**config.mk**
```make
export PLATFORM = sky130hd
export DESIGN_NAME = sqrt_stage
export DESIGN_NICKNAME = d
export VERILOG_FILES = /design/src/rtl/sqrt_stage.sv
export SDC_FILE = /design/constraint.sdc
export NUM_CORES = 1
export LEC_CHECK = 0
export CAP_MARGIN = 30
export CORE_MARGIN = 4
export CORE_UTILIZATION = 30
export DETAILED_ROUTE_END_ITERATION = 12
export HOLD_SLACK_MARGIN = 0.03
export REMOVE_ABC_BUFFERS = 1
export SYNTH_ARGS = -nofsm -noshare
export SYNTH_HDL_FRONTEND = slang
export SYNTH_SLANG_ARGS = --single-unit
```
**constraint.sdc**
```tcl
create_clock -name clk -period 23.4 [get_ports clk]
set_input_delay 3.51 -clock clk [delete_from_list [all_inputs] [get_ports clk]]
set_output_delay 3.51 -clock clk [all_outputs]
set_load 0.02 [all_outputs]
```
**src/rtl/sqrt_stage.sv**
```systemverilog
// sqrt_stage: bit-serial fixed-point square root (one root bit per cycle); define SQRT_EARLY_TERM_EN to finish as soon as the root is exact
module sqrt_stage #(
  parameter int DATA_W = 20,
  parameter int FRAC_W = 10,
  localparam int RW = (DATA_W + FRAC_W) / 2,
  localparam int PW = $clog2(RW)
) (
  input  logic              clk,
  input  logic              rst,
  input  logic              in_valid,
  input  logic [DATA_W-1:0] in_data,
  output logic              in_ready,
  output logic              out_valid,
  input  logic              out_ready,
  output logic [RW-1:0]     out_data,
  output logic              out_exact
);
`ifdef SQRT_EARLY_TERM_EN
  localparam bit EARLY = 1'b1;
`else
  localparam bit EARLY = 1'b0;
`endif
  typedef enum logic [1:0] {IDLE, CALC, DONE} state_t;
  state_t state;
  logic [2*RW-1:0] operand;
  logic [PW-1:0] ptr;
  logic [RW-1:0] guess, root_nx;
  logic [2*RW-1:0] guess_sq, root_sq;
  logic fit, eq;
  assign in_ready = state == IDLE;
  assign out_valid = state == DONE;
  // trial bit at ptr: keep it when the full-width square still fits under the operand
  always_comb begin
    guess = out_data | (RW'(1) << ptr);
    guess_sq = (2*RW)'(guess) * (2*RW)'(guess);
    fit = guess_sq <= operand;
    eq = guess_sq == operand;
    root_nx = fit ? guess : out_data;
    root_sq = (2*RW)'(root_nx) * (2*RW)'(root_nx);
  end
  // IDLE -> CALC on accept, one root bit per CALC cycle, DONE holds until consumed
  always_ff @(posedge clk) begin
    if (rst) begin
      state <= IDLE;
      operand <= '0;
      out_data <= '0;
      out_exact <= 1'b0;
      ptr <= PW'(RW - 1);
    end else if (state == IDLE) begin
      if (in_valid) begin
        operand <= {in_data, {FRAC_W{1'b0}}};
        out_data <= '0;
        out_exact <= 1'b0;
        ptr <= PW'(RW - 1);
        state <= CALC;
      end
    end else if (state == CALC) begin
      out_data <= root_nx;
      ptr <= ptr - PW'(1);
      if (ptr == '0 || (EARLY && eq)) begin
        out_exact <= root_sq == operand;
        state <= DONE;
      end
    end else if (out_ready) begin
      state <= IDLE;
    end
  end
endmodule

```
# Yosys cells after proc, flatten, opt, wreduce, memory -nomap -nowiden
# Cells that the tools add are included.
# word_totals
mem_count	0
rom_bits	0
word_cells	41
reg_bits	42
ram_bits	0
input_bits	24
output_inout_bits	18
latchBits	0
# classes
n_reduce_logical	9
shift	1
n_addsub	1
order_cmp	1
multipliers	2
div_mod_pow	0
n_eq_ne	5
n_mux	16
bitwise	1
# op_table
cell	n
$mul A15 B15 Y30	2
$mux W15	4
$eq A30 B30 Y1	1
$le A30 B30 Y1	1
$or A15 B15 Y15	1
$shl A1 B4 Y15 const A	1
$mux W4	3
$mux W2	5
$reduce_and A3 Y1	2
$logic_not A4 Y1	1
$mux W1	4
$reduce_and A2 Y1	2
$reduce_bool A2 Y1	2
$sub A4 B1 Y4 const B	1
$ne A3 B2 Y1 const B	1
$reduce_bool A3 Y1	1
$eq A2 B1 Y1 const B	1
$eq A2 B2 Y1 const B	1
$logic_not A2 Y1	1
$ne A2 B2 Y1 const B	1

# Longest topological paths before layout
# depth
word_depth	10
ltp_mapped	64
depth_no_buf	59

# Worst setup path after synthesis
# Ideal clock, no wire load.
# synth_timing
kind	register to register
start	register ptr[1]
end	register out_exact
path_stages_with_launch	59
t_arrival_ps	14271
setup_time_ps	69
required_time_ps	23331
synth_period_minus_slack_ps	14340
slack_ps	9060
n_path_buf	5
path_cell_list	dfxtp_1 inv_1 ha_1 clkbuf_1 a21oi_1 clkinv_1 nand2_1 inv_1 fa_1 inv_1 fa_1 inv_1 fa_1 fa_1 fa_1 inv_1 fa_1 inv_1 [23 not listed] fa_1 fa_1 fa_1 fa_1 fa_1 inv_1 ha_1 buf_2 a21oi_1 o2bb2ai_1 nor4_1 nand4_1 or4_1 nor4_1 and4_1 nand4_1 or4_1 o21ai_1
# synth_via
elab_chain_cells	10
word_cells_on_any_way	13
classes_between	mul (2); order compare (1); eq/ne (1); shift (1); mux (4); bitwise (1); reduce/logical (3)
# synth_rtl
item	line_no	text
from (decl)	26	logic [PW-1:0] ptr;
from (signal assigned)	48	ptr <= PW'(RW - 1);
from (signal assigned)	54	ptr <= PW'(RW - 1);
from (signal assigned)	59	ptr <= ptr - PW'(1);
$shl A1 B4 Y15	34	guess = out_data | (RW'(1) << ptr);
$or A15 B15 Y15	34	
$mul A15 B15 Y30	35	guess_sq = (2*RW)'(guess) * (2*RW)'(guess);
$le A30 B30 Y1	36	fit = guess_sq <= operand;
$mux W15	38	root_nx = fit ? guess : out_data;
$mul A15 B15 Y30	39	root_sq = (2*RW)'(root_nx) * (2*RW)'(root_nx);
$eq A30 B30 Y1	61	out_exact <= root_sq == operand;
$mux W1	60	if (ptr == '0 || (EARLY && eq)) begin
$mux W1	57	end else if (state == CALC) begin
$mux W1	49	end else if (state == IDLE) begin
to (signal assigned)	61	
to (decl)	16	output logic out_exact
# Several ways; a longest one is shown, not always the timed one. The select of a mux whose other input is x is not followed.
# A chain may end at the register's enable or synchronous reset.

# Final worst setup path
# layout_timing
start	register ptr[3]
end	register out_exact
# Same word-level chain as after synthesis.

==> summary.md <==
| Metric | Value |
|---|---|
| Multi-input logic area | `0.0123 mm^2` |
| Combined flip-flop and latch cell area | `around 840 um^2` |
| Rel. slew slack | `between 30% and 40%` |
| Min-Delay Path Class | `flop to flop` |
| CTS clk-pin slew, worst paths | `~0.08 ns` |
| CP arrival | `16.90 ns` |
| Post-CTS sizing | `0` |
| FF-to-FF setup slack | `slightly below 7 ns` |
| Commonest non-fill, non-tap cell in the layout | `inv_1` |
| Hold path start | `operand[16]$_SDFFE_PP0P_` |
| Max Root-Sink Buffers | `2` |
| RR Startpoint | `ptr[3]$_SDFFE_PP1P_` |
| CP Launch Type | `flop` |
| GPL Wtd Cong | `around 0.95` |
| Post-CTS Setup Bufs | `0` |
| Post-layout minimum cycle time | `16.65 ns` |
| Final ANT Viol Nets | `0` |
| Mux cell area share after synthesis | `0.354%` |
| Drt pass-1 iters | `6` |
| Initial antenna violation count | `0` |
| Ys Warns | `0` |
| R2R cell count | `54` |
| Area grow syn2layout | `9.30%` |
| Post-synthesis cell count | `around 1800` |
| Largest vdd supply drop | `about 0.023 mV` |
| Die Height | `roughly 230 um` |
| Vias in the first global route | `approximately 13000` |
| Avg WL per Cell | `roughly 18 um` |
| Worst Tran Pin Value | `0.963 ns` |
| Initial Utilization | `between 30% and 40%` |
| Outcome | `completed` |
| CP max stage delay | `about 0.67 ns` |
| Max Cap Viol | `0` |
| Slowest stage cell, crit path | `nor2_1` |
| Synth async-reset ratio | `0%` |
| GRT Total Usage | `16.7%` |
| Setup TNS Final | `0 ns` |
| Library cells used by synthesis | `76` |
| Required @ worst endpoint | `between 20 and 25 ns` |
| Crit share post-route | `a little under three quarters` |
| Hold WS | `0.455 ns` |
| ANT cells | `0` |
| Maximum level of the CTS H-tree | `2` |
| Worst hold path depth | `2` |
| RSZ-0062 raised after global routing | `false` |
| PortBufs | `a little over 40` |
| Clk root buf | `clkbuf_16` |
| Worst skew pair latency | `approximately 0.31 ns` |
| Post-CTS Hold Buffers | `0` |
| Grt ovf | `0` |
| Most frequent cells in the layout | `inv_1 (397), fa_1 (277), ha_1 (199), nand2_1 (197), nor2_1 (182)` |
| Core ar. | `roughly 0.049 mm^2` |
| Fill count | `5169` |
| Adder-cell share of the synthesized area | `about 54%` |
| Final setup viols | `0` |
| Fmax | `between 0.06 and 0.07 GHz` |
| Setup CP Type | `flop to flop` |
| Syn_area_per_cell | `approximately 8.4 um^2` |
| Synth Area in XOR/XNOR | `under 10%` |
| Via density | `between 4 and 5` |
| Routed WL | `around 44000 um` |
| Hold Path End | `operand[16]$_SDFFE_PP0P_` |
| Main combinational cell family by area after synthesis | `adder cells` |
| Largest net degree at the start of global routing | `28` |
| Worst Skew | `between 0.01 and 0.015 ns` |
| Post-synthesis register bit count | `42` |
| Final net count | `roughly 2300` |
| First-pass GRT wire length | `70000 um` |
| Vias | `about 12000` |
| HPWL after DPL | `37900 um` |
| Post-synthesis compound-gate area fraction | `11.2%` |
| Die area | `about 0.053 mm^2` |
| Static Leak | `slightly below 8 nW` |
| Iter 0 DRT Violations | `between 900 and 1000` |
| Clock Sink Count | `42` |
| Register area share after synthesis | `around 5.7%` |
| CP most frequent cell | `fa_1` |
| Pwr dens | `between 15 and 20 mW/mm^2` |
| Critical R2R Capture | `out_exact$_SDFFE_PP0P_` |
| Post-synth top flop | `dfxtp_1` |
| TritonCTS buffer count | `5` |
| Post-synth EDFFs | `0` |
| Maximum net fanout on the critical path | `23` |
| Share of cells above drive strength 1 | `roughly 3.1%` |
| Fin. max-slew vios | `0` |
| Std cell rows | `between 80 and 90` |
| Die Width | `about 230 um` |
| Simple-gate share of the synthesized area | `a little over an eighth` |
| DRC violations left | `0` |
| Final hold viol count | `0` |
| Mapped cell area | `around 0.015 mm^2` |
| IO Pins | `42` |
| Setup crit end kind | `flop` |
| CTS tree | `yes` |
## metal layers
metal  track usage (%)  up-vias  routed length (um)
met2              26.7      422               20000
met1              23.1     6002               19400
li1                  -     5575                   -
met5                 0        -                   0
met4              4.40        0                1270
met3              3.54       77                3310
## registers in the layout, summed over array words and instances, names as in the netlist
| register | flops |
|---|---|
| operand | 20 |
| ptr | 4 |
| out_exact | 1 |
| state | 2 |
| out_data | 15 |
## Yosys cell counts (all sizes together) (25+ instances only)
| master | number | area, um^2 |
|---|---|---|
| inv | 404 | 1520 |
| fa | 277 | 5550 |
| ha | 199 | 2490 |
| nand2 | 197 | 739 |
| nor2 | 189 | 737 |
| a21oi | 99 | 499 |
| dfxtp | 42 | 841 |
| o21ai | 42 | 214 |
| xnor2 | 37 | 324 |
| clkbuf | 30 | 113 |
| a21o | 25 | 188 |
| xor2 | 25 | 219 |
## final cells by class
class	instances	share of cell area, %
Multi-Input combinational cell	1272	75.7
Clock buffer	5	0.771
Inverter	411	9.51
Sequential cell	42	5.18
Tap cell	664	5.12
Clock inverter	3	0.424
Timing Repair Buffer	57	3.27
## where the power goes
group          internal, mW  switching, mW  total, mW
combinational        0.0239         0.0427     0.0666
clock                0.0616         0.0390      0.101
sequential           0.0742        0.00487     0.0791
## metrics by stage
stage                     util [%]  instances  cell area (um^2)  setup WS (ns)  total power [mW]
after global routing          33.1       2454             16200           5.54             0.257
final                         33.1       2454             16200           6.75             0.246
after CTS                     33.1       2454             16200           7.00             0.248
after detailed placement      32.8       2446             16000           7.03             0.146
after global placement        32.8       2446             16000           7.37             0.146
after floorplan                  -       1725             14700           8.75             0.119
## worst max-delay path by stage
stage,start,to,cells after the start
2_1_floorplan,ptr[1]$_SDFFE_PP1P_,out_exact$_SDFFE_PP0P_,53
3_3_place_gp,ptr[0]$_SDFFE_PP0P_,out_exact$_SDFFE_PP0P_,55
3_5_place_dp,ptr[3]$_SDFFE_PP1P_,out_exact$_SDFFE_PP0P_,54
4_1_cts,ptr[3]$_SDFFE_PP1P_,out_exact$_SDFFE_PP0P_,54
5_1_grt,ptr[3]$_SDFFE_PP1P_,out_exact$_SDFFE_PP0P_,53
6_report,ptr[3]$_SDFFE_PP1P_,out_exact$_SDFFE_PP0P_,54
## kinds of logic after synthesis
logic type / Yosys count
adders and majority gates: 476
AOI/OAI and AO/OA: 260
muxes: 4
and+or+nand+nor: 470
buffers and inverters: 454
xor gates and xnor gates: 62
DFF: 42
## worst max-delay path: cells and delay by family (launching register included)
family	cells	cell delay, ns
AOI/OAI and AO/OA	17	4.70
xor gates and xnor gates	1	0.16
adders and majority gates	15	6.65
buffers and inverters	8	1.32
DFF	1	0.59
and+or+nand+nor	13	3.18
(Power assumes the default switching activity.)
